## config.mk

```make
export PLATFORM = sky130hd
export DESIGN_NAME = alarm_clock_core_flat
export DESIGN_NICKNAME = d
export VERILOG_FILES = /design/src/rtl/alarm_clock_if.sv /design/src/rtl/alarm_clock_core.sv /design/src/flat_wrapper.sv
export SDC_FILE = /design/constraint.sdc
export NUM_CORES = 1
export LEC_CHECK = 0
export ABC_AREA = 1
export CAP_MARGIN = 25
export CORE_ASPECT_RATIO = 2
export CORE_MARGIN = 10
export CORE_UTILIZATION = 60
export CTS_CLUSTER_SIZE = 20
export DETAILED_ROUTE_END_ITERATION = 7
export HOLD_SLACK_MARGIN = 0.08
export PLACE_DENSITY_LB_ADDON = 0.05
export SLEW_MARGIN = 5
export SYNTH_ARGS = -nofsm -noshare
export SYNTH_HDL_FRONTEND = slang
export SYNTH_SLANG_ARGS = --single-unit
```

## constraint.sdc

```tcl
create_clock -name clk -period 3.7 [get_ports clk]
set_clock_uncertainty 0.05 [all_clocks]
set_input_delay 0.925 -clock clk [delete_from_list [all_inputs] [get_ports clk]]
set_output_delay 0.925 -clock clk [all_outputs]
set_load 0.02 [all_outputs]
```

## src/rtl/alarm_clock_if.sv

```systemverilog
// Button pulses in, BCD display digits and alarm status out, for alarm_clock_core.
interface alarm_clock_if #(
  parameter int NUM_ALARMS = 2
) ();
  localparam int AW = (NUM_ALARMS > 1) ? $clog2(NUM_ALARMS) : 1;

  logic                  up, down, left, right, center;
  logic [1:0]            disp_h1;
  logic [3:0]            disp_h2;
  logic [2:0]            disp_m1;
  logic [3:0]            disp_m2;
  logic [3:0]            blink_mask;
  logic                  sec_led;
  logic [2:0]            mode;
  logic [AW-1:0]         sel_alarm;
  logic [NUM_ALARMS-1:0] alarm_en;
  logic                  ring;
  logic [AW-1:0]         ring_src;

  modport master (
    output up, down, left, right, center,
    input  disp_h1, disp_h2, disp_m1, disp_m2, blink_mask, sec_led,
    input  mode, sel_alarm, alarm_en, ring, ring_src
  );

  modport slave (
    input  up, down, left, right, center,
    output disp_h1, disp_h2, disp_m1, disp_m2, blink_mask, sec_led,
    output mode, sel_alarm, alarm_en, ring, ring_src
  );
endinterface

```

## src/rtl/alarm_clock_core.sv

```systemverilog
// HH:MM:SS clock, five-state edit FSM and NUM_ALARMS alarms with ring/auto-silence.
// Optional snooze is compiled in with `define ALARM_SNOOZE_EN.

module alarm_clock_slot (
  input  logic [10:0] alarm,
  input  logic [10:0] now,
  input  logic        en,
  output logic        hit
);
  assign hit = en && (alarm == now);
endmodule

module alarm_clock_core #(
  parameter int TICKS_PER_SEC = 100_000_000,
  parameter int NUM_ALARMS    = 2,
  parameter int RING_MIN      = 1,
  parameter int SNOOZE_MIN    = 5
) (
  input  logic          clk,
  input  logic          rst,
  alarm_clock_if.slave  bus
);
  localparam int AW = (NUM_ALARMS > 1) ? $clog2(NUM_ALARMS) : 1;
  localparam int PW = $clog2(TICKS_PER_SEC);
  localparam logic [AW-1:0] LAST    = AW'(NUM_ALARMS - 1);
  localparam logic [PW-1:0] P_TERM  = PW'(TICKS_PER_SEC - 1);
  localparam logic [PW-1:0] P_HALF  = PW'(TICKS_PER_SEC / 2);
  localparam logic [5:0]    RING_LD = 6'(RING_MIN);

  if (TICKS_PER_SEC < 2 || (TICKS_PER_SEC % 2) != 0 || NUM_ALARMS < 1 || NUM_ALARMS > 8 ||
      RING_MIN < 1 || RING_MIN > 59 || SNOOZE_MIN < 1 || SNOOZE_MIN > 59) begin : g_cfg_err
    $error("alarm_clock_core: parameter out of range");
  end

  typedef enum logic [2:0] {NORMAL = 3'd0, SET_TH = 3'd1, SET_TM = 3'd2,
                            SET_AH = 3'd3, SET_AM = 3'd4} mode_e;
  typedef enum logic [2:0] {B_NONE, B_CENTER, B_RIGHT, B_LEFT, B_UP, B_DOWN} btn_e;
  typedef struct packed {
    logic [4:0] hh;
    logic [5:0] mm;
  } hm_t;

  mode_e                  mode_q, mode_d;
  logic [AW-1:0]          sel_q, sel_d;
  logic [PW-1:0]          presc_q, presc_d, blink_q, blink_d;
  logic [5:0]             sec_q, sec_d;
  hm_t                    time_q, time_d, now_t, shown;
  hm_t [NUM_ALARMS-1:0]   alarm_q, alarm_d;
  logic [NUM_ALARMS-1:0]  en_q, en_d, hit;
  logic                   led_q, led_d, ring_q, ring_d;
  logic [AW-1:0]          src_q, src_d, fire_src;
  logic [5:0]             rcnt_q, rcnt_d;
  logic                   hold, tick, roll, fire, silence, is_up, is_dn;
  logic [3:0]             mask;
  btn_e                   btn;

  function automatic logic [4:0] hr_step(input logic [4:0] h, input logic inc);
    if (inc) hr_step = (h == 5'd23) ? 5'd0 : h + 5'd1;
    else     hr_step = (h == 5'd0) ? 5'd23 : h - 5'd1;
  endfunction

  function automatic logic [5:0] mn_step(input logic [5:0] m, input logic inc);
    if (inc) mn_step = (m == 6'd59) ? 6'd0 : m + 6'd1;
    else     mn_step = (m == 6'd0) ? 6'd59 : m - 6'd1;
  endfunction

  // Only the highest-priority pulse of a cycle acts.
  always_comb begin
    btn = B_NONE;
    if      (bus.center) btn = B_CENTER;
    else if (bus.right)  btn = B_RIGHT;
    else if (bus.left)   btn = B_LEFT;
    else if (bus.up)     btn = B_UP;
    else if (bus.down)   btn = B_DOWN;
  end

  always_ff @(posedge clk) begin
    if (rst) begin
      mode_q <= NORMAL;
      sel_q  <= '0;
    end else begin
      mode_q <= mode_d;
      sel_q  <= sel_d;
    end
  end

  always_comb begin
    mode_d = mode_q;
    sel_d  = sel_q;
    case (btn)
      B_CENTER: mode_d = (mode_q == NORMAL && !ring_q) ? SET_TH : NORMAL;
      B_RIGHT: begin
        case (mode_q)
          SET_TH: mode_d = SET_TM;
          SET_TM: mode_d = SET_AH;
          SET_AH: mode_d = SET_AM;
          SET_AM: begin
            if (sel_q == LAST) begin
              mode_d = SET_TH;
              sel_d  = '0;
            end else begin
              mode_d = SET_AH;
              sel_d  = sel_q + 1'b1;
            end
          end
          default: ;
        endcase
      end
      B_LEFT: begin
        case (mode_q)
          SET_TH: begin
            mode_d = SET_AM;
            sel_d  = LAST;
          end
          SET_TM: mode_d = SET_TH;
          SET_AH: begin
            if (sel_q == '0) mode_d = SET_TM;
            else begin
              mode_d = SET_AM;
              sel_d  = sel_q - 1'b1;
            end
          end
          SET_AM: mode_d = SET_AH;
          default: ;
        endcase
      end
      B_UP: if (mode_q == NORMAL && !ring_q) sel_d = (sel_q == LAST) ? '0 : sel_q + 1'b1;
      default: ;
    endcase
  end

  // Time after this cycle's tick, before any button edit; alarms compare against it.
  always_comb begin
    hold  = (mode_q == SET_TH) || (mode_q == SET_TM);
    tick  = !hold && (presc_q == P_TERM);
    roll  = tick && (sec_q == 6'd59);
    now_t = time_q;
    if (roll) begin
      now_t.mm = mn_step(time_q.mm, 1'b1);
      if (time_q.mm == 6'd59) now_t.hh = hr_step(time_q.hh, 1'b1);
    end
  end

  for (genvar k = 0; k < NUM_ALARMS; k++) begin : g_slot
    alarm_clock_slot u_slot (
      .alarm (alarm_q[k]),
      .now   (now_t),
      .en    (en_q[k]),
      .hit   (hit[k])
    );
  end

  always_comb begin
    fire_src = '0;
    for (int k = NUM_ALARMS - 1; k >= 0; k--)
      if (hit[k]) fire_src = AW'(k);
    fire = roll && (|hit);
  end

  always_comb begin
    presc_d = (hold || tick) ? '0 : presc_q + 1'b1;
    blink_d = (blink_q == P_TERM) ? '0 : blink_q + 1'b1;
    sec_d   = hold ? 6'd0 : (tick ? ((sec_q == 6'd59) ? 6'd0 : sec_q + 6'd1) : sec_q);
    led_d   = led_q ^ tick;
    time_d  = now_t;
    alarm_d = alarm_q;
    en_d    = en_q;
    is_up   = (btn == B_UP);
    is_dn   = (btn == B_DOWN);
    if (is_up || is_dn) begin
      case (mode_q)
        SET_TH:  time_d.hh = hr_step(time_q.hh, is_up);
        SET_TM:  time_d.mm = mn_step(time_q.mm, is_up);
        SET_AH:  alarm_d[sel_q].hh = hr_step(alarm_q[sel_q].hh, is_up);
        SET_AM:  alarm_d[sel_q].mm = mn_step(alarm_q[sel_q].mm, is_up);
        default: if (is_dn && !ring_q) en_d[sel_q] = !en_q[sel_q];
      endcase
    end
  end

`ifdef ALARM_SNOOZE_EN
  logic       snz_act_q, snz_act_d;
  logic [5:0] snz_cnt_q, snz_cnt_d;
  localparam logic [5:0] SNZ_LD = 6'(SNOOZE_MIN);

  always_ff @(posedge clk) begin
    if (rst) begin
      snz_act_q <= 1'b0;
      snz_cnt_q <= '0;
    end else begin
      snz_act_q <= snz_act_d;
      snz_cnt_q <= snz_cnt_d;
    end
  end
`endif

  always_comb begin
    ring_d  = ring_q;
    src_d   = src_q;
    rcnt_d  = rcnt_q;
    silence = (mode_q == NORMAL) && ring_q && (btn == B_CENTER || btn == B_UP);
    if (ring_q) begin
      if (roll) begin
        if (rcnt_q == 6'd1) ring_d = 1'b0;
        else                rcnt_d = rcnt_q - 6'd1;
      end
    end else if (fire) begin
      ring_d = 1'b1;
      src_d  = fire_src;
      rcnt_d = RING_LD;
    end
`ifdef ALARM_SNOOZE_EN
    snz_act_d = snz_act_q;
    snz_cnt_d = snz_cnt_q;
    // A fresh fire supersedes a pending snooze; expiry re-rings the previous source.
    if (!ring_q) begin
      if (fire) snz_act_d = 1'b0;
      else if (snz_act_q && roll) begin
        if (snz_cnt_q == 6'd1) begin
          ring_d    = 1'b1;
          rcnt_d    = RING_LD;
          snz_act_d = 1'b0;
        end else snz_cnt_d = snz_cnt_q - 6'd1;
      end
    end
    if (silence && btn == B_UP) begin
      snz_act_d = 1'b1;
      snz_cnt_d = SNZ_LD;
    end
    if (btn == B_CENTER) snz_act_d = 1'b0;
`endif
    if (silence) ring_d = 1'b0;
  end

  always_ff @(posedge clk) begin
    if (rst) begin
      presc_q <= '0;
      blink_q <= '0;
      sec_q   <= '0;
      time_q  <= '0;
      alarm_q <= '0;
      en_q    <= '0;
      led_q   <= 1'b0;
      ring_q  <= 1'b0;
      src_q   <= '0;
      rcnt_q  <= '0;
    end else begin
      presc_q <= presc_d;
      blink_q <= blink_d;
      sec_q   <= sec_d;
      time_q  <= time_d;
      alarm_q <= alarm_d;
      en_q    <= en_d;
      led_q   <= led_d;
      ring_q  <= ring_d;
      src_q   <= src_d;
      rcnt_q  <= rcnt_d;
    end
  end

  always_comb begin
    shown = (mode_q == SET_AH || mode_q == SET_AM) ? alarm_q[sel_q] : time_q;
    case (mode_q)
      SET_TH, SET_AH: mask = 4'b1100;
      SET_TM, SET_AM: mask = 4'b0011;
      default:        mask = 4'b0000;
    endcase
    bus.blink_mask = (blink_q >= P_HALF) ? mask : 4'b0000;
    bus.disp_h1    = 2'(shown.hh / 5'd10);
    bus.disp_h2    = 4'(shown.hh % 5'd10);
    bus.disp_m1    = 3'(shown.mm / 6'd10);
    bus.disp_m2    = 4'(shown.mm % 6'd10);
  end

  assign bus.sec_led   = led_q;
  assign bus.mode      = mode_q;
  assign bus.sel_alarm = sel_q;
  assign bus.alarm_en  = en_q;
  assign bus.ring      = ring_q;
  assign bus.ring_src  = src_q;
endmodule

```

## src/flat_wrapper.sv

```systemverilog
// flat-port wrapper written by rule: the top's interface ports become plain ports
module alarm_clock_core_flat 
#(
  parameter int TICKS_PER_SEC = 100_000_000,
  parameter int NUM_ALARMS    = 2,
  parameter int RING_MIN      = 1,
  parameter int SNOOZE_MIN    = 5
)
  (clk, rst, bus_up, bus_down, bus_left, bus_right, bus_center, bus_disp_h1, bus_disp_h2, bus_disp_m1, bus_disp_m2, bus_blink_mask, bus_sec_led, bus_mode, bus_sel_alarm, bus_alarm_en, bus_ring, bus_ring_src);
  alarm_clock_if #(.NUM_ALARMS(NUM_ALARMS)) bus_i ();
  input  logic clk;
  input  logic rst;
  input wire logic [$bits(bus_i.up)-1:0] bus_up;
  input wire logic [$bits(bus_i.down)-1:0] bus_down;
  input wire logic [$bits(bus_i.left)-1:0] bus_left;
  input wire logic [$bits(bus_i.right)-1:0] bus_right;
  input wire logic [$bits(bus_i.center)-1:0] bus_center;
  output wire logic [$bits(bus_i.disp_h1)-1:0] bus_disp_h1;
  output wire logic [$bits(bus_i.disp_h2)-1:0] bus_disp_h2;
  output wire logic [$bits(bus_i.disp_m1)-1:0] bus_disp_m1;
  output wire logic [$bits(bus_i.disp_m2)-1:0] bus_disp_m2;
  output wire logic [$bits(bus_i.blink_mask)-1:0] bus_blink_mask;
  output wire logic [$bits(bus_i.sec_led)-1:0] bus_sec_led;
  output wire logic [$bits(bus_i.mode)-1:0] bus_mode;
  output wire logic [$bits(bus_i.sel_alarm)-1:0] bus_sel_alarm;
  output wire logic [$bits(bus_i.alarm_en)-1:0] bus_alarm_en;
  output wire logic [$bits(bus_i.ring)-1:0] bus_ring;
  output wire logic [$bits(bus_i.ring_src)-1:0] bus_ring_src;
  assign bus_i.up = bus_up;
  assign bus_i.down = bus_down;
  assign bus_i.left = bus_left;
  assign bus_i.right = bus_right;
  assign bus_i.center = bus_center;
  assign bus_disp_h1 = bus_i.disp_h1;
  assign bus_disp_h2 = bus_i.disp_h2;
  assign bus_disp_m1 = bus_i.disp_m1;
  assign bus_disp_m2 = bus_i.disp_m2;
  assign bus_blink_mask = bus_i.blink_mask;
  assign bus_sec_led = bus_i.sec_led;
  assign bus_mode = bus_i.mode;
  assign bus_sel_alarm = bus_i.sel_alarm;
  assign bus_alarm_en = bus_i.alarm_en;
  assign bus_ring = bus_i.ring;
  assign bus_ring_src = bus_i.ring_src;
  alarm_clock_core #(.TICKS_PER_SEC(TICKS_PER_SEC), .NUM_ALARMS(NUM_ALARMS), .RING_MIN(RING_MIN), .SNOOZE_MIN(SNOOZE_MIN)) u_core (.clk(clk), .rst(rst), .bus(bus_i));
endmodule
```

==> impl_metrics.tcl, run 1 <==
set metrics [dict create \
    status "complete, but fails checks" \
    violations "setup timing" \
    n_antenna_cell 0 \
    grt_overflow 0 \
    vdd.ir_drop.worst_v 0.000309 \
    fmax_mhz 269 \
    clock-sinks 108 \
    io_pins 33 \
    reg2reg_slack_ns 0.53 \
    cts_inserted_buffers 9 \
    synthesis.area_um2 7220 \
    fp.dieH_um 175 \
    cts_root_buf "clkbuf_16" \
    drt_iter0_drc 425 \
    seq_area_um2 2170 \
    critical_path_class "flop to output port" \
    num_rows 56 \
    drive_above_1_share_pct 15.8 \
    grt_pass1_vias 7497 \
    yosys_warnings 0 \
    grt_pass1_wl_um 33600 \
    crit_top_cell "nand2_2" \
    layout_min_cycle_time_ns 3.72 \
    hold_path_class "flop to flop" \
    fin_nets 1242 \
    portBuffers 32 \
    firstDrtPassIters 6 \
    crit_fanout 8 \
    slowest_stage "dfxtp_4" \
    via_per_inst 5.60 \
    final_util_pct 73.8 \
    die_area_um2 17100 \
    ys.flop_type "dfxtp_1" \
    cts_max_level 3 \
    worstPathArrival_ns 2.74 \
    area_growth_pct 20.3 \
    fillers 1036 \
    synthCells 1120 \
    setup-violations-final 3 \
    crit_chain "inv_4, nor2_4, nand2_4, nand2_8, buf_6, buf_6, nand2_2, o21ai_2, inv_2, nand2_4, nand2_2, o21ai_2, nand2_2, nand2_2, nand2_4, nand2_2, nand2_2, buf_6, o21ai_2, nand2_2, xor2_1, buf_4" \
    synth-edff-count 0 \
    maxSlewHeadroom_pct 46.3 \
    rsz0062_at_grt "true" \
    cp.required_ns 2.72 \
    wl_per_cell_um 14.9 \
    max_stage_delay_ns 0.38 \
    end_kind "output port" \
    wl_um 20300 \
    core_um2 11800 \
    clk_pin_slew_worst_paths_ns 0.08 \
    yosys.cell_types.count 53 \
    hpwl_um 15400 \
    fin_setup_tns_ns -0.0342 \
    grt_usage_pct 23.4 \
    maxCapViolCount 0 \
    crit_buf_inv 6 \
    synth-async-reset-ratio_pct 0 \
    cp_top_family "simple AND/OR/NAND/NOR gates" \
    synth_seq_cells 108 \
    final.period_utilization_pct 100 \
    start_util_pct 61.4 \
    multiInputGateArea_um2 4460 \
    syn_area_per_cell_um2 6.45 \
    vias 7642 \
    hold_ws_ns 0.397 \
    grt_max_degree 27 \
    cts_hold_buf 0 \
    final_hold_viol_count 0 \
    crit_path_start_kind "flop" \
    worstSkewPairLatency_ns 0.35 \
    ys_seq_area_share_pct 29.9 \
    power_leakage_nw 3.78 \
    ant_nets 0 \
    syn-num-nets 1147 \
    final_max_slew_viol_count 0 \
    antenna_found_initial 0 \
    chipWidth_um 97.6 \
    p_per_area_nw_per_um2 319 \
    globalplace.congestion 0.939 \
    tightest_slew_ns 0.803 \
    finalWorstSetupSlack_ns -0.0152 \
    cts_tree "built" \
    clk_path_buf_depth 2 \
    drc 0 \
]
[worst paths after layout]
check | start | to | cells past startpoint
hold / removal | u_core.presc_q[0]$_SDFF_PP0_ | u_core.presc_q[0]$_SDFF_PP0_ | 1
hold reg to reg | u_core.presc_q[0]$_SDFF_PP0_ | u_core.presc_q[0]$_SDFF_PP0_ | 1
setup reg to reg | u_core.time_q[1]$_SDFF_PP0_ | u_core.rcnt_q[1]$_SDFFE_PP0P_ | 17
setup / recovery | u_core.bus.mode[0]$_SDFFE_PP0P_ | bus_disp_m2[1] | 22
[final cells by class]
type,instances,share of cell area [%]
Inverter,175,7.62
Clock buffer,10,2.75
Sequential cell,108,25.0
Multi-Input combinational cell,811,51.3
Timing Repair Buffer,110,10.6
Clock inverter,6,0.648
Tap cell,145,2.09
[repair_timing]
action	4_1_cts	5_1_grt
gates cloned	1	0
resized for setup	63	24
setup endpoints to repair	9	9
pin swaps	20	19
buffers inserted	13	3
[power breakdown]
part           leakage (nW)  total (W)  internal [W]  switching (W)
registers             0.874    0.00120       0.00118      0.0000207
logic                  2.77   0.000613      0.000249       0.000363
clock network         0.143   0.000959      0.000489       0.000470
[worst register-to-register path, cell delays in order, from the launching register on]
cell	delay [ns]
dfxtp_1	0.48
ha_1	0.29
nand3_1	0.19
nor2_1	0.21
buf_4	0.20
inv_1	0.10
nand3_1	0.13
nand4_1	0.16
nand3_1	0.28
nand3_1	0.11
nor2_1	0.15
nand2_1	0.08
nor2_2	0.12
nand2_2	0.09
nand3_2	0.20
o21ai_0	0.13
inv_1	0.07
nor2_1	0.04
[routing by layer]
layer	global-route usage, %	vias up	share of wire (%)
met2	44.5	236	53
met4	16.9	0	6.7
met3	4.43	107	4.7
met1	21.1	3454	35
li1	-	3845	-
met5	0	-	0
[sequential cells by signal (all words and copies together), names as in the netlist]
register and cells:
u_core.rcnt_q 6, u_core.bus.alarm_en 2, u_core.bus.ring 1, u_core.bus.mode 3, u_core.alarm_q 22, u_core.presc_q 27, u_core.blink_q 27, u_core.time_q 11
u_core.bus.sel_alarm 1, u_core.bus.sec_led 1, u_core.sec_q 6, u_core.bus.ring_src 1
[cells by family after synthesis]
kind of cell,count (synthesis),synth area share [%]
AO/OA/AOI/OAI,222,17.2
adder cells (fa/ha/maj),20,3.47
flip-flops,108,29.9
XOR/XNOR,35,4.24
buffers and inverters,202,11.2
AND/OR/NAND/NOR,532,33.8
multiplexers,1,0.139
[layout by cell type, fill, tap and decap left out, types with 11 or more instances in the layout]
master and n:
dfxtp_1 104, xor2_1 25, inv_1 159, nand3_1 65, a21oi_1 75, nand2_2 15
buf_4 75, nand2_1 201, o21ai_1 11, nor3_1 29, a31oi_1 13, o21ai_0 82
ha_1 16, nand4_1 24, nor2_1 145, inv_2 12, clkdlybuf4s50_1 23
[Yosys cell counts (4+ instances only)]
master | n | area share (%)
nor2_2 | 8 | 0.69
buf_4 | 5 | 0.52
buf_2 | 8 | 0.55
ha_1 | 20 | 3.5
o21ai_2 | 6 | 0.73
xnor2_1 | 7 | 0.85
clkbuf_1 | 11 | 0.57
nand3_1 | 65 | 4.5
a31oi_1 | 13 | 1.1
nand2_2 | 11 | 0.95
nor4_1 | 4 | 0.35
dfxtp_1 | 108 | 30
nand4_1 | 24 | 2.1
inv_1 | 160 | 8.3
a211oi_1 | 6 | 0.62
a21oi_1 | 77 | 5.3
inv_2 | 12 | 0.62
nor3b_1 | 8 | 0.83
nand2_1 | 211 | 11
o21ai_0 | 87 | 6.0
nor2_1 | 145 | 7.5
nor3_1 | 29 | 2.0
o21ai_1 | 11 | 0.76
xor2_1 | 28 | 3.4
nand3_2 | 5 | 0.69
[through the flow]
| step | cell area, um^2 | cells | total power (W) | setup WS [ns] |
|---|---|---|---|---|
| global placement | 8090 | 1332 | 0.00178 | -0.257 |
| detailed placement | 8090 | 1332 | 0.00178 | -0.316 |
| floorplan | 7270 | 1120 | 0.00158 | 0.0547 |
| finish | 8690 | 1365 | 0.00277 | -0.0152 |
| CTS | 8590 | 1362 | 0.00277 | -0.0452 |
| global route | 8690 | 1365 | 0.00289 | -0.206 |
No activity file was read; power rests on OpenSTA's default activity.
==> inputs of run 2 (changes only) <==
--- a/config.mk
+++ b/config.mk
@@ -12,8 +12,10 @@
 export CORE_UTILIZATION = 60
 export CTS_CLUSTER_SIZE = 20
 export DETAILED_ROUTE_END_ITERATION = 7
+export GPL_ROUTABILITY_DRIVEN = 0
 export HOLD_SLACK_MARGIN = 0.08
 export PLACE_DENSITY_LB_ADDON = 0.05
+export RECOVER_POWER = 50
 export SLEW_MARGIN = 5
 export SYNTH_ARGS = -nofsm -noshare
 export SYNTH_HDL_FRONTEND = slang
==> run 2 against run 1 <==
  * The run still ends with setup timing left
  * Clock power is 2.3% lower
  * Core utilization is essentially flat
  * Count of clock-buffer cells in the layout fell by 1
  * Final cell count grew 0.15%
  * Worst hold slack gained 0.0021 ns
  * Via count up 1.1%
  * Register-to-register slack got worse by 0.02 ns
  * Cell area barely moved
  * Flip-flop and latch count unchanged
  * Global-route usage fell by 0.38 points
  * Sequential power hardly changed
  * Largest power group unchanged
  * Highest routed layer unchanged
==> impl_metrics.tcl, run 2 (synthesis results as in run 1) <==
set metrics [dict create \
    drive_above_1_share_pct 16.0 \
    clk_pin_slew_worst_paths_ns 0.08 \
    setup-violations-final 6 \
    finalPower_w 0.00277 \
    cts_hold_buf 0 \
    end_kind "output port" \
    grt_usage_pct 23.0 \
    final_max_slew_viol_count 0 \
    antenna_found_initial 0 \
    wl_per_cell_um 15.0 \
    hold_path_class "flop to flop" \
    clock-sinks 108 \
    worstPathArrival_ns 2.79 \
    max_stage_delay_ns 0.34 \
    fillers 1048 \
    grt_pass1_vias 7346 \
    io_pins 33 \
    drt-met1-wl_um 7240 \
    die_area_um2 17100 \
    n_antenna_cell 0 \
    cts_tree "built" \
    crit_fanout 8 \
    clk_path_buf_depth 2 \
    area_growth_pct 20.3 \
    crit_buf_inv 5 \
    violations "setup timing" \
    critical_path_class "flop to output port" \
    start_util_pct 61.4 \
    route.met3.wl_um 1010 \
    cts_root_buf "clkbuf_16" \
    via_per_inst 5.65 \
    chipWidth_um 97.6 \
    core_um2 11800 \
    firstDrtPassIters 6 \
    wl_um 20500 \
    status "complete, but fails checks" \
    vias 7725 \
    fp.dieH_um 175 \
    layout_min_cycle_time_ns 3.76 \
    maxSlewHeadroom_pct 19.5 \
    tightest_slew_ns 1.21 \
    final_common_cell "nand2_1" \
    met2_length_um 10900 \
    crit_top_cell "nand2_2" \
    top_layer_used "met4" \
    crit_path_start_kind "flop" \
    finalWorstSetupSlack_ns -0.0610 \
    p_per_area_nw_per_um2 319 \
    largest_registers "u_core.blink_q: 27 flops, u_core.presc_q: 27 flops, u_core.alarm_q: 22 flops" \
    maxCapViolCount 0 \
    rsz0062_at_grt "true" \
    drt_iter0_drc 498 \
    fmax_mhz 266 \
    fin_nets 1245 \
    portBuffers 32 \
    cp.required_ns 2.72 \
    cts_max_level 3 \
    final_hold_viol_count 0 \
    worstSkewPairLatency_ns 0.35 \
    power_leakage_nw 3.81 \
    grt_max_degree 27 \
    grt_pass1_wl_um 33000 \
    cp_top_family "simple AND/OR/NAND/NOR gates" \
    crit_chain "inv_2, nor2_4, nand2_4, nand2_8, buf_6, o21ai_4, ha_4, nand2_2, a21boi_4, nand2_2, nand2_2, buf_6, o21ai_2, nand2_2, inv_2, o21ai_4, nand2_4, xor2_1, buf_4" \
    ant_nets 0 \
    final.period_utilization_pct 102 \
    layout_common_cells "199 x nand2_1, 159 x inv_1, 146 x nor2_1, 104 x dfxtp_1, 83 x o21ai_0" \
    slowest_stage "dfxtp_2" \
    num_rows 56 \
    vdd.ir_drop.worst_v 0.000303 \
    cts_inserted_buffers 9 \
    fin_setup_tns_ns -0.213 \
    hpwl_um 15500 \
    grt_overflow 0 \
    drc 0 \
]
-- run 2: changes by cell type in the layout (fill, tap and decap cells not counted), sizes merged --
cell | before | now
clkinv | 5 | 3
clkbuf | 12 | 14
inv | 175 | 177
clkdlybuf4s50 | 23 | 13
dlygate4sd3 | 0 | 10
-- run 2: where the power goes --
| group | leakage (nW) | internal, W | total [W] | switching (W) |
|---|---|---|---|---|
| logic | 2.80 | 0.000253 | 0.000635 | 0.000382 |
| registers | 0.874 | 0.00118 | 0.00120 | 0.0000198 |
| clock network | 0.136 | 0.000469 | 0.000937 | 0.000468 |
-- run 2: worst paths after layout --
check / start / end / slack [ns] / depth (start not counted)
max: u_core.bus.mode[0]$_SDFFE_PP0P_ / bus_disp_m2[1] / -0.06 / 19
min: u_core.presc_q[0]$_SDFF_PP0_ / u_core.presc_q[0]$_SDFF_PP0_ / 0.40 / 1
max reg2reg: u_core.presc_q[0]$_SDFF_PP0_ / u_core.rcnt_q[5]$_SDFFE_PP0P_ / 0.51 / 16
min reg2reg: u_core.presc_q[0]$_SDFF_PP0_ / u_core.presc_q[0]$_SDFF_PP0_ / 0.40 / 1
-- run 2: repair_timing --
item	CTS	global route
gates resized for setup	57	37
buffers inserted	8	5
cloned	1	0
setup endpoints to repair	9	10
pin swaps	13	20
-- run 2: final cells by class --
cell class / count / area, um^2 / share of cell area, %
Multi-Input combinational cell: 811 / 4480 / 51.6
Sequential cell: 108 / 2170 / 25.0
Timing Repair Buffer: 113 / 915 / 10.5
Inverter: 175 / 659 / 7.59
Clock buffer: 9 / 225 / 2.59
Tap cell: 145 / 181 / 2.09
Clock inverter: 6 / 56.3 / 0.648
-- run 2: through the flow --
| step | utilization [%] | setup WS (ns) | instance area (um^2) | cells | hold slack (ns) |
|---|---|---|---|---|---|
| detailed placement | 69.1 | -0.260 | 8140 | 1338 | 0.388 |
| floorplan | - | 0.0547 | 7270 | 1120 | 0.368 |
| global route | 73.8 | -0.207 | 8690 | 1367 | 0.425 |
| finish | 73.8 | -0.0610 | 8690 | 1367 | 0.399 |
| global placement | 69.1 | -0.183 | 8140 | 1338 | 0.385 |
| CTS | 72.7 | -0.0323 | 8560 | 1362 | 0.406 |
-- run 2: worst register-to-register path: stages (launching register included) --
cell and delay [ns]:
dfxtp_1 0.36, ha_1 0.20, nand3_1 0.17, nor2_1 0.27, nand2_1 0.09, nor2_1 0.43
nand3_1 0.32, nand2_1 0.16, nand3_1 0.09, nand2_1 0.07, nor2_1 0.04, nand2_1 0.19
nor2_2 0.07, nand2_2 0.10, nand3_2 0.22, a21oi_1 0.20, nor2_1 0.06
-- run 2: per-layer routing --
layer / GRT usage (%) / up-vias
met1: 21.1 / 3493
met3: 4.03 / 114
li1: - / 3853
met5: 0 / -
met2: 44.0 / 265
met4: 16.0 / 0
==> inputs of run 3 (changes only) <==
--- a/config.mk
+++ b/config.mk
@@ -7,9 +7,11 @@
 export LEC_CHECK = 0
 export ABC_AREA = 1
 export CAP_MARGIN = 25
-export CORE_ASPECT_RATIO = 2
+export CELL_PAD_IN_SITES_DETAIL_PLACEMENT = 1
+export CELL_PAD_IN_SITES_GLOBAL_PLACEMENT = 1
+export CORE_ASPECT_RATIO = 1.4
 export CORE_MARGIN = 10
-export CORE_UTILIZATION = 60
+export CORE_UTILIZATION = 44
 export CTS_CLUSTER_SIZE = 20
 export DETAILED_ROUTE_END_ITERATION = 7
 export GPL_ROUTABILITY_DRIVEN = 0
==> run 3 against run 2 <==
  * The run still ends with setup timing left
  * Flip-flop and latch count unchanged
  * Register-to-register slack improved by 0.18 ns
  * First-iteration DRC count decreased by 23%
  * Count of clock-buffer cells in the layout unchanged
==> impl_metrics.tcl, run 3 (synthesis results as in run 1) <==
set metrics [dict create \
    status "complete, but fails checks" \
    violations "setup timing" \
    worstPathArrival_ns 2.87 \
    met3_usage_pct 2.34 \
    r2r_cells 15 \
    power_leakage_nw 3.79 \
    ant_nets 0 \
    grt_overflow 0 \
    place_inst 1392 \
    crit_buf_inv 4 \
    startpoint "u_core.bus.mode[0]$_SDFFE_PP0P_" \
    clk_path_buf_depth 2 \
    start_util_pct 44.7 \
    final.period_utilization_pct 104 \
    crit_fanout 6 \
    cts_inserted_buffers 9 \
    vdd.ir_drop.worst_v 0.000272 \
    cp_top_family "compound AO/OA/AOI/OAI gates" \
    num_rows 55 \
    final_hold_viol_count 0 \
    grt_max_degree 28 \
    grt_usage_pct 21.1 \
    hpwl_um 17600 \
    wl_per_cell_um 16.3 \
    antenna_found_initial 0 \
    grt_busiest_layer "met2" \
    die_area_um2 22000 \
    grt_pass1_vias 7943 \
    fmax_mhz 260 \
    rsz0062_at_grt "true" \
    maxCapViolCount 0 \
    chipWidth_um 128 \
    hold_ws_ns 0.400 \
    crit_chain "inv_4, nor2_4, nand2_4, nand2_8, buf_6, o21ai_4, ha_4, nand2_2, a21boi_4, a21oi_2, nand2_1, nand2_2, buf_4, o21ai_4, nand2_4, xor2_1, buf_4" \
    max_stage_delay_ns 0.37 \
    layout_common_cells "203 x nand2_1, 159 x inv_1, 147 x nor2_1, 104 x dfxtp_1, 83 x o21ai_0" \
    end_kind "output port" \
    final_common_cell "nand2_1" \
    wl_um 23100 \
    area_growth_pct 20.7 \
    grtUsageMet2_pct 39.6 \
    cts_max_level 3 \
    grt_pass1_wl_um 38300 \
    maxSlewHeadroom_pct 15.2 \
    r2r_end "u_core.rcnt_q[3]$_SDFFE_PP0P_" \
    fp.dieH_um 172 \
    grt_use_met1_pct 22.8 \
    multiInputGateArea_um2 4440 \
    clk_pin_slew_worst_paths_ns 0.08 \
    via_per_inst 5.43 \
    drt_iter0_drc 385 \
    portBuffers 32 \
    largest_registers "u_core.blink_q: 27 flops, u_core.presc_q: 27 flops, u_core.alarm_q: 22 flops" \
    fin_nets 1243 \
    setup-violations-final 5 \
    reg2reg_slack_ns 0.69 \
    firstDrtPassIters 5 \
    fin_setup_tns_ns -0.409 \
    finalWorstSetupSlack_ns -0.142 \
    drc 0 \
    worstSkewPairLatency_ns 0.37 \
    seq_area_um2 2170 \
    core_um2 16200 \
    tightest_slew_ns 1.27 \
    vias 7697 \
    layout_min_cycle_time_ns 3.84 \
    stdcell_count 1418 \
    crit_path_start_kind "flop" \
    cp.depth 17 \
    slowest_stage "dfxtp_4" \
    hold_path_class "flop to flop" \
    final_max_slew_viol_count 0 \
    clock-sinks 108 \
    io_pins 33 \
    cts_tree "built" \
    critical_path_class "flop to output port" \
    fillers 2200 \
    crit_end "bus_disp_m2[1]" \
    cp.required_ns 2.72 \
    drive_above_1_share_pct 15.5 \
    timing.rr.start "u_core.presc_q[0]$_SDFF_PP0_" \
    p_per_area_nw_per_um2 326 \
    n_antenna_cell 0 \
    preCtsSetupSlack_ns -0.281 \
    cts_root_buf "clkbuf_16" \
]
-- run 3: cell types whose count changed in the layout (fill, tap and decap cells not counted), sizes merged --
| cell | change |
|---|---|
| bufinv | +1 |
| clkinv | -1 |
| dlygate4sd3 | +2 |
| inv | -3 |
| dlymetal6s2s | -1 |
| clkdlybuf4s50 | -3 |
| buf | +1 |
| clkbuf | -2 |
| clkinvlp | +2 |
| dlygate4sd2 | +1 |
-- run 3: layout make-up --
type | count | share of cell area (%)
Tap cell | 199 | 2.86
Inverter | 175 | 7.59
Clock inverter | 5 | 0.732
Multi-Input combinational cell | 811 | 50.9
Clock buffer | 9 | 2.58
Sequential cell | 108 | 24.9
Timing Repair Buffer | 111 | 10.4
-- run 3: report_power, final --
part / internal (W) / leakage [nW] / switching [W]
Clock: 0.000523 / 0.132 / 0.000470
Combinational: 0.000255 / 2.78 / 0.000392
Sequential: 0.00118 / 0.874 / 0.0000213
Total: 0.00196 / 3.79 / 0.000883
-- run 3: metal layers --
layer  share of wire, %  vias to the layer above
met5                  0                        -
met4                3.8                        0
met3                1.8                       41
li1                   -                     3842
met1                 40                     3726
met2                 54                       88
-- run 3: timing repair --
item / CTS / global route
setup endpoints to repair: 10 / 8
hold buffers: 0 / 0
setup buffers: 4 / 7
cloned: 1 / 0
resized for setup: 57 / 34
pin swaps: 11 / 16
-- run 3: stage by stage --
stage	utilization [%]	total power [W]	area, um^2
5_1_grt	53.9	0.00298	8720
3_5_place_dp	50.7	0.00181	8210
4_1_cts	53.1	0.00281	8590
6_report	53.9	0.00284	8720
3_3_place_gp	50.7	0.00179	8210
2_1_floorplan	-	0.00158	7270
-- run 3: worst reg2reg max path, cell delays in order, from the launching register on --
cell and delay [ns]:
dfxtp_1 0.36, ha_1 0.20, nand3_1 0.17, nor2_1 0.27, nand2_1 0.09, nor2_1 0.38, nand3_1 0.22, nand2_1 0.13
nand2_1 0.12, xor2_1 0.16, nor2_1 0.12, nand3_2 0.15, nand3_2 0.23, nand3_1 0.11, nand2_1 0.08, nor2_1 0.05
-- run 3: worst min-delay path by stage --
stage / cells past startpoint / start / to
floorplan: 1 / u_core.presc_q[0]$_SDFF_PP0_ / u_core.presc_q[0]$_SDFF_PP0_
global placement: 1 / u_core.presc_q[0]$_SDFF_PP0_ / u_core.presc_q[0]$_SDFF_PP0_
detailed placement: 1 / u_core.presc_q[0]$_SDFF_PP0_ / u_core.presc_q[0]$_SDFF_PP0_
CTS: 1 / u_core.presc_q[0]$_SDFF_PP0_ / u_core.presc_q[0]$_SDFF_PP0_
global route: 1 / u_core.presc_q[0]$_SDFF_PP0_ / u_core.presc_q[0]$_SDFF_PP0_
finish: 1 / u_core.presc_q[0]$_SDFF_PP0_ / u_core.presc_q[0]$_SDFF_PP0_
